File: config.mk
export PLATFORM = sky130hd
export DESIGN_NAME = uart_tx
export DESIGN_NICKNAME = d
export VERILOG_FILES = /design/src/rtl/uart_pkg.sv /design/src/rtl/uart_tx_bit_timer.sv /design/src/rtl/uart_tx.sv
export SDC_FILE = /design/constraint.sdc
export NUM_CORES = 1
export LEC_CHECK = 0
export BUFFER_PORTS_ARGS = -buffer_cell sky130_fd_sc_hd__buf_2
export CAP_MARGIN = 20
export CORE_UTILIZATION = 35
export CTS_BUF_LIST = sky130_fd_sc_hd__clkbuf_4 sky130_fd_sc_hd__clkbuf_8 sky130_fd_sc_hd__clkbuf_16
export DETAILED_ROUTE_END_ITERATION = 6
export HOLD_SLACK_MARGIN = 0.05
export MAX_ROUTING_LAYER = met4
export PLACE_DENSITY = 0.63
export SLEW_MARGIN = 25
export SYNTH_ARGS = -nofsm -noshare
export SYNTH_HDL_FRONTEND = slang
export SYNTH_SLANG_ARGS = --single-unit
File: constraint.sdc
create_clock -name ACLK -period 1.7 [get_ports ACLK]
set_input_delay 0.255 -clock ACLK [delete_from_list [all_inputs] [get_ports ACLK]]
set_output_delay 0.255 -clock ACLK [all_outputs]
set_load 0.01 [all_outputs]
File: src/rtl/uart_pkg.sv
// uart_pkg: constants and FSM encoding shared by the UART transmitter and receiver.
// Contents: UART_OVERSAMPLE (sample pulses per serial bit), tx_state_e (transmit FSM states).
package uart_pkg;

    localparam int UART_OVERSAMPLE = 16;

    typedef enum logic [2:0] {
        IDLE,
        START,
        DATA,
        PARITY,
        STOP,
        STOP2
    } tx_state_e;

endpackage

File: src/rtl/uart_tx_bit_timer.sv
// uart_tx_bit_timer: counts sample pulses and flags the pulse that completes one serial bit.
// Ports: clk_i clock, rst_ni sync active-low reset, clear_i holds the count at zero,
//        pulse_i oversample strobe, bit_done_o high on the OVERSAMPLE-th pulse of a bit.
module uart_tx_bit_timer
    import uart_pkg::*;
#(
    parameter int OVERSAMPLE = UART_OVERSAMPLE
) (
    input  logic clk_i,
    input  logic rst_ni,
    input  logic clear_i,
    input  logic pulse_i,
    output logic bit_done_o
);

    localparam int W = $clog2(OVERSAMPLE);
    localparam logic [W-1:0] LAST = W'(OVERSAMPLE - 1);

    logic [W-1:0] cnt_q, cnt_d;

    assign bit_done_o = pulse_i && !clear_i && cnt_q == LAST;

    // Wrapping on bit_done restarts the count for the next state's bit.
    always_comb cnt_d = (clear_i || bit_done_o) ? '0 : pulse_i ? cnt_q + 1'b1 : cnt_q;

    always_ff @(posedge clk_i) begin
        if (!rst_ni) cnt_q <= '0;
        else         cnt_q <= cnt_d;
    end

endmodule

File: src/rtl/uart_tx.sv
// uart_tx: UART transmitter with a one-entry holding register, LSB-first serialiser,
// optional parity and oversampled bit timing shared with uart_rx.
// Ports: ACLK/ARESETn clock and sync active-low reset; tx_sample_pulse oversample strobe;
//        data_bits/parity_en/parity_odd0_even1 frame format (latched per frame);
//        tx_data_reg_wr/tx_data holding-register write; UART_TX serial line (idle high);
//        tx_ready holding register empty; tx_busy frame in progress; overflow dropped-write pulse.
// Build option: define UART_TX_TWO_STOP_EN to add the stop_bits2 input and a second stop bit.
module uart_tx
    import uart_pkg::*;
#(
    parameter int OVERSAMPLE = UART_OVERSAMPLE
) (
    input  logic       ACLK,
    input  logic       ARESETn,
    input  logic       tx_sample_pulse,
    input  logic       data_bits,
    input  logic       parity_en,
    input  logic       parity_odd0_even1,
`ifdef UART_TX_TWO_STOP_EN
    input  logic       stop_bits2,
`endif
    input  logic       tx_data_reg_wr,
    input  logic [7:0] tx_data,
    output logic       UART_TX,
    output logic       tx_ready,
    output logic       tx_busy,
    output logic       overflow
);

    tx_state_e  state_q;
    logic [7:0] hold_q, hold_d, shift_q;
    logic       hold_full_q, hold_full_d;
    logic       ovf_q, ovf_d;
    logic [2:0] bit_cnt_q;
    logic       dbits8_q, par_en_q, par_q, tx_q;
    logic       bit_done, two_stop, frame_end, load, wr_accept;

`ifdef UART_TX_TWO_STOP_EN
    logic stop2_q;
    assign two_stop = stop2_q;
`else
    assign two_stop = 1'b0;
`endif

    assign frame_end = bit_done && ((state_q == STOP && !two_stop) || state_q == STOP2);
    // Loading straight out of the last stop bit gives gap-free back-to-back frames.
    assign load      = hold_full_q && (state_q == IDLE || frame_end);

    always_comb begin
        wr_accept   = tx_data_reg_wr && (!hold_full_q || load);
        ovf_d       = tx_data_reg_wr && hold_full_q && !load;
        hold_full_d = wr_accept || (hold_full_q && !load);
        hold_d      = wr_accept ? tx_data : hold_q;
    end

    always_ff @(posedge ACLK) begin
        if (!ARESETn) begin
            hold_full_q <= 1'b0;
            hold_q      <= '0;
            ovf_q       <= 1'b0;
        end else begin
            hold_full_q <= hold_full_d;
            hold_q      <= hold_d;
            ovf_q       <= ovf_d;
        end
    end

    uart_tx_bit_timer #(.OVERSAMPLE(OVERSAMPLE)) u_timer (
        .clk_i      (ACLK),
        .rst_ni     (ARESETn),
        .clear_i    (state_q == IDLE),
        .pulse_i    (tx_sample_pulse),
        .bit_done_o (bit_done)
    );

    always_ff @(posedge ACLK) begin
        if (!ARESETn) begin
            state_q   <= IDLE;
            tx_q      <= 1'b1;
            shift_q   <= '0;
            bit_cnt_q <= '0;
            dbits8_q  <= 1'b1;
            par_en_q  <= 1'b0;
            par_q     <= 1'b0;
`ifdef UART_TX_TWO_STOP_EN
            stop2_q   <= 1'b0;
`endif
        end else if (load) begin
            state_q   <= START;
            tx_q      <= 1'b0;
            shift_q   <= hold_q;
            bit_cnt_q <= '0;
            dbits8_q  <= data_bits;
            par_en_q  <= parity_en;
            // Parity is fixed at load; bit 7 is masked off in 7-bit mode.
            par_q     <= ^(hold_q & {data_bits, 7'h7f}) ^ ~parity_odd0_even1;
`ifdef UART_TX_TWO_STOP_EN
            stop2_q   <= stop_bits2;
`endif
        end else if (bit_done) begin
            case (state_q)
                START: begin
                    state_q <= DATA;
                    tx_q    <= shift_q[0];
                    shift_q <= shift_q >> 1;
                end
                DATA: begin
                    // Last data bit index is 6 or 7 depending on the latched width.
                    if (bit_cnt_q == {2'b11, dbits8_q}) begin
                        state_q <= par_en_q ? PARITY : STOP;
                        tx_q    <= par_en_q ? par_q : 1'b1;
                    end else begin
                        bit_cnt_q <= bit_cnt_q + 3'd1;
                        tx_q      <= shift_q[0];
                        shift_q   <= shift_q >> 1;
                    end
                end
                PARITY: begin
                    state_q <= STOP;
                    tx_q    <= 1'b1;
                end
                STOP: begin
                    state_q <= two_stop ? STOP2 : IDLE;
                    tx_q    <= 1'b1;
                end
                default: begin
                    state_q <= IDLE;
                    tx_q    <= 1'b1;
                end
            endcase
        end
    end

    assign UART_TX  = tx_q;
    assign tx_ready = !hold_full_q;
    assign tx_busy  = state_q != IDLE;
    assign overflow = ovf_q;

endmodule
Word level (Yosys, flattened, before mapping)

Index checks and enable logic that the tools add are counted.

Bits in registers: 32
Latch bits: 0
Memory bits (writable): 0
ROM bits: 0
Output and inout bits: 4
Memories: 0

Add/sub/neg operators: 2
Multipliers: 0
Divide/modulo/power cells: 0
Magnitude comparators: 0
Equal/unequal tests: 10
Shifts and indexed selects: 0
Mux-type cells: 14
Bitwise gates (word level): 5
Reductions and logical operators: 27

Operator list:

| operator            | count |
|---|---|
| $mux 8              | 3 |
| $pmux 8 s2          | 1 |
| $pmux 3 s3          | 1 |
| $and 8x8->8         | 1 |
| $logic_and 1x1->1   | 8 |
| $reduce_xor 8->1    | 1 |
| $eq 3x2->1 const B  | 2 |
| $eq 3x3->1 const B  | 2 |
| $mux 1              | 6 |
| $mux 3              | 2 |
| $ne 3x3->1 const B  | 2 |
| $reduce_and 3->1    | 2 |
| $reduce_bool 3->1   | 2 |
| $logic_or 1x1->1    | 5 |
| $add 4x1->4 const B | 1 |
| $eq 4x4->1 const B  | 1 |
| $reduce_and 2->1    | 2 |
| $reduce_or 2->1     | 2 |
| $add 3x1->3 const B | 1 |
| $eq 3x1->1 const B  | 1 |
| $eq 3x3->1          | 1 |
| $logic_not 1->1     | 3 |
| $logic_not 3->1     | 1 |
| $not 1->1           | 3 |
| other kinds (4)     | 4 |

Depth between registers and ports, before layout

Depth in word-level cells: 10
Depth in mapped cells: 8
Mapped depth without buffers: 6

Modules after synthesis

A second synthesis with hierarchy kept.

Cells, all modules: 167
Area, all modules: 1559.0 µm²

Modules (own cells, without submodules):

| module            | times used | cells each | area an instance (µm²) | sequential area each (µm²) |
|---|---|---|---|---|
| uart_tx           | 1          | 149        | 1373.8                 | 560.5 |
| uart_tx_bit_timer | 1          | 18         | 185.2                  | 80.1 |

Least setup slack after synthesis

Ideal clock, no wire load.

Path kind: reg2reg
Start: reg u_timer.cnt_q[0]
End: reg shift_q[6]
Library setup time: 0.116 ns
Arrival time: 1.646 ns
Data required time: 1.584 ns
Setup slack: -0.062 ns
Cell stages (with the launch flop): 7
Buffers on the path: 0
Path through: dfxtp_1 -> ha_1 -> nand4_1 -> nor2_2 -> a21boi_4 -> mux2_1 -> o211a_1

Longest elaborated chain between the ends: 7
Elaborated cells on any way between the ends: 10

Ends and longest elaborated chain:

| item                                               | line                    | RTL |
|---|---|---|
| start, declared                                    | uart_tx_bit_timer.sv:19 | `logic [W-1:0] cnt_q, cnt_d;` |
| start signal, assigned                             | uart_tx_bit_timer.sv:28 | `else cnt_q <= cnt_d;` |
| $eq 4x4->1 (*)                                     | uart_tx_bit_timer.sv:21 | `assign bit_done_o = pulse_i && !clear_i && cnt_q == LAST;` |
| $logic_and 1x1->1 (*)                              | uart_tx_bit_timer.sv:21 |  |
| $logic_and 1x1->1                                  | uart_tx.sv:45           | `assign frame_end = bit_done && ((state_q == STOP && !two_stop) \|\| state_q == STOP2);` |
| $logic_or 1x1->1                                   | uart_tx.sv:47           | `assign load = hold_full_q && (state_q == IDLE \|\| frame_end);` |
| $logic_and 1x1->1                                  | uart_tx.sv:47           |  |
| $ne 3x3->1 (no line), or another cell as far along | --                      |  |
| $reduce_and 3->1 (no line)                         | --                      |  |
| end signal, assigned                               | uart_tx.sv:91           | `shift_q <= hold_q;` |
| end signal, assigned                               | uart_tx.sv:105          | `shift_q <= shift_q >> 1;` |
| end signal, assigned                               | uart_tx.sv:115          | `shift_q <= shift_q >> 1;` |
| end, declared                                      | uart_tx.sv:31           | `logic [7:0] hold_q, hold_d, shift_q;` |

Every way passes the cells marked *; elsewhere a longest branch is shown, timed or not.
A chain may end at the register's enable or synchronous reset.

Worst setup path in the final report

Start: reg state_q[0]
End: out tx_busy

Longest elaborated chain between the ends: 1

Ends and longest elaborated chain:

| item                   | line           | RTL |
|---|---|---|
| start, declared        | uart_tx.sv:30  | `tx_state_e state_q;` |
| start signal, assigned | uart_tx.sv:110 | `state_q <= par_en_q ? PARITY : STOP;` |
| start signal, assigned | uart_tx.sv:123 | `state_q <= two_stop ? STOP2 : IDLE;` |
| $reduce_bool 3->1      | uart_tx.sv:136 | `assign tx_busy = state_q != IDLE;` |
| end, declared          | uart_tx.sv:26  | `output logic tx_busy,` |

No other way between the ends.

==> impl_results.md <==
* Drt drc at 4
* FF-to-FF setup slack at 0.06 ns
* Die height at 70.5 um
* Hold WC Path Type: in -> reg
* EDFF count, synth at 0
* Synth async-reset ratio at 0%
* Post-layout util at 45.5%
* Synth unique cells at 48
* Setup ws final at 0.0491 ns
* Setup Crit Path Kind: reg -> out
* Maxcap violations at 0
* DIE AREA at 4960 um2
* Setup crit start kind: flop
* Max stage delay on crit path at 0.41 ns
* GPL Wtd Cong at 0.854
* Worst setup path endpoint: tx_busy
* Crit path max-delay family: simple AND/OR/NAND/NOR gates
* Ys flop type: dfxtp_1
* Net Count, Synth at 193
* Global route overflow at 0
* Clk pin slew, worst setup/hold paths at 0.07 ns
* Later-pin clock latency in the skew report at 0.29 ns
* Critical path required time at 1.44 ns
* Sequential share of the synthesized area at 39.1%
* First DRT Iteration DRCs at 44
* Post-synth top cells: 32 x dfxtp_1, 26 x nand2_1, 12 x mux2i_1
* Synthesis-stage register bit count at 32
* Outcome: finished with violations
* Share of cells above drive strength 1 at 29.8%
* Slew headroom at 78.1%
* GRT Total Usage at 15.7%
* Leak Pwr at 0.000826 uW
* Die X at 70.5 um
* Met1 WL at 1650 um
* Ys Warns at 0
* Critical path buffers and inverters at 2
* Final Total Pwr at 1760 uW
* Area post-placement at 1890 um2
* First-pass DRT Iterations at 6
* Synth top area cells: dfxtp_1 39%, mux2i_1 7.3%, nand2_1 5.9%
* I/O Buffers at 18
* Design Area, Final at 2020 um2
* H-tree levels at 2
* Violated checks: design-rule violations
* Slowest cell on crit path: or3_4
* First-pass GRT wire length at 5870 um
* Peak VDD IR at 0.670 mV
* Clk sinks at 32
* Power Dens Cells at 868 nW/um2
* Final setup viols at 0
* Via count at 1279
* Final antenna diode count at 0
* Max-slew violation count at 0
* TritonCTS clock tree: done
* # rows at 24
* Cell Area, Synth at 1640 um2
* RR Endpoint: shift_q[5]
* F_max at 0.606 GHz
* Critical Path Fanout Max at 6
* Routed len/inst at 12.7 um
* Crit-path cells: buf_4 > or3_4 > buf_2
* Nets at 224
* Worst-margin pin slew at 0.328 ns
* Detail Placement HPWL at 2320 um
* Yosys top cell area share at 39.1%
* Number of global-route vias before repair at 1275
* Most common cell in the netlist: dfxtp_1
* Clock Tree Buf Depth at 2
* CTS Buf Count at 5
* RSZ-0062 raised after global routing: yes
* Initial antenna violation count at 0
* DP Worst Slack at 0.0388 ns
* Fin. Hold Viols at 0
* Met2 WL post-DR at 1440 um
* Total core area at 4440 um2
* Filler Cells Inserted at 427
* Largest area contributor in the netlist: dfxtp_1
* Met3 wire len at 130 um
* Vias/cell at 4.92
* WP depth at 3
* Reg-to-reg startpoint: u_timer.cnt_q[0]
* Synth Instances at 176
* Routed WL at 3290 um
* CP Capture Type: output pin
* Boundary pin count at 19
* Final antenna-violating net count at 0
* Layout Skew at 0.00819 ns
* Crit path DAT at 1.40 ns
* Fin crit share at 97.1%
* Area grow syn2layout at 23.3%
* Top sig layer: met4
* Crit path launch: state_q[0]
* Pin count of the biggest net entering global routing at 29
* FF-to-FF path depth at 6
* Root Buffer: clkbuf_8
* Starting Density at 36.9%
* Avg Cell Area, Syn at 9.32 um2
* Min Tclk post-route at 1.65 ns
[cell families after synthesis]
kind of cell,count (synthesis),synth area share (%)
AO/OA/AOI/OAI,36,18.9
XOR/XNOR,13,7.78
adder cells (fa/ha/maj),2,1.53
buffers and inverters,13,3.81
flip-flops,32,39.1
multiplexers,13,8.01
AND/OR/NAND/NOR,67,20.9
[worst register-to-register path, stage by stage, from the launching register on]
cell      delay, ns
dfxtp_4        0.37
ha_4           0.14
and4_4         0.26
o211ai_1       0.14
a211oi_4       0.39
nand3b_1       0.16
a21boi_1       0.07
[flip-flops by register name (all words and copies together), names as in the netlist]
name / count
overflow: 1
hold_full_q: 1
par_q: 1
state_q: 3
hold_q: 8
dbits8_q: 1
bit_cnt_q: 3
par_en_q: 1
u_timer.cnt_q: 4
shift_q: 8
UART_TX: 1
[layout make-up]
class	count	area, um2	share of cell area, %
Multi-Input combinational cell	131	967	47.8
Inverter	3	11.3	0.557
Tap cell	52	65.1	3.22
Sequential cell	32	646	31.9
Timing Repair Buffer	34	223	11.0
Clock buffer	6	76.3	3.77
Clock inverter	2	35.0	1.73
[power breakdown]
part	internal [uW]	switching [uW]	total [uW]
logic	121	103	223
registers	778	25.3	804
clock network	451	280	730
total	1350	408	1760
[layer usage]
metal | GRT usage [%] | vias up
met3 | 3.75 | 5
met2 | 23.2 | 22
met1 | 20.1 | 585
li1 | - | 667
met4 | 7.48 | 0
met5 | - | -
[placed cells by master, fill, tap and decap left out, types with 2 or more instances in the layout]
master	synthesis	final
a21boi_1	3	3
a21boi_2	3	3
a21oi_1	6	6
a22oi_1	5	5
and2_1	2	2
buf_2	2	18
buf_4	1	15
clkbuf_8	0	5
dfxtp_1	32	30
inv_1	3	3
mux2i_1	12	12
nand2_1	26	26
nand2b_1	5	5
nand3_1	2	2
nand3b_1	6	6
nand4_1	3	3
nor2_1	11	11
nor2b_1	2	2
nor3_1	2	2
o211a_1	3	3
o21a_1	2	2
o21ai_0	2	2
xnor2_1	8	8
xor2_1	4	4
[repair_timing]
action,in CTS,in global routing
endpoints found under the hold margin,0,0
setup endpoints to repair,1,15
gates resized for setup,1,4
hold buffers,0,0
pin swaps,0,6
buffers inserted,0,1
gates cloned,0,0
[metrics by stage]
step / cells / hold slack, ns / setup TNS [ns]
after detailed placement: 251 / 0.474 / 0
after global routing: 260 / 0.199 / -0.0925
final: 260 / 0.202 / 0
after floorplan: 176 / 0.369 / -0.00224
after CTS: 259 / 0.195 / 0
after global placement: 251 / 0.469 / 0
[worst min path at each step]
stage                   startpoint  depth (start not counted)   endpoint  slack [ns]
floorplan           tx_data_reg_wr                          2   overflow        0.37
global placement         hold_q[7]                          2  hold_q[7]        0.47
detailed placement       hold_q[7]                          2  hold_q[7]        0.47
CTS                     tx_data[0]                          3  hold_q[0]        0.19
global route            tx_data[0]                          3  hold_q[0]        0.20
finish              tx_data_reg_wr                          3   overflow        0.20
Power figures use the tool's default switching activity.
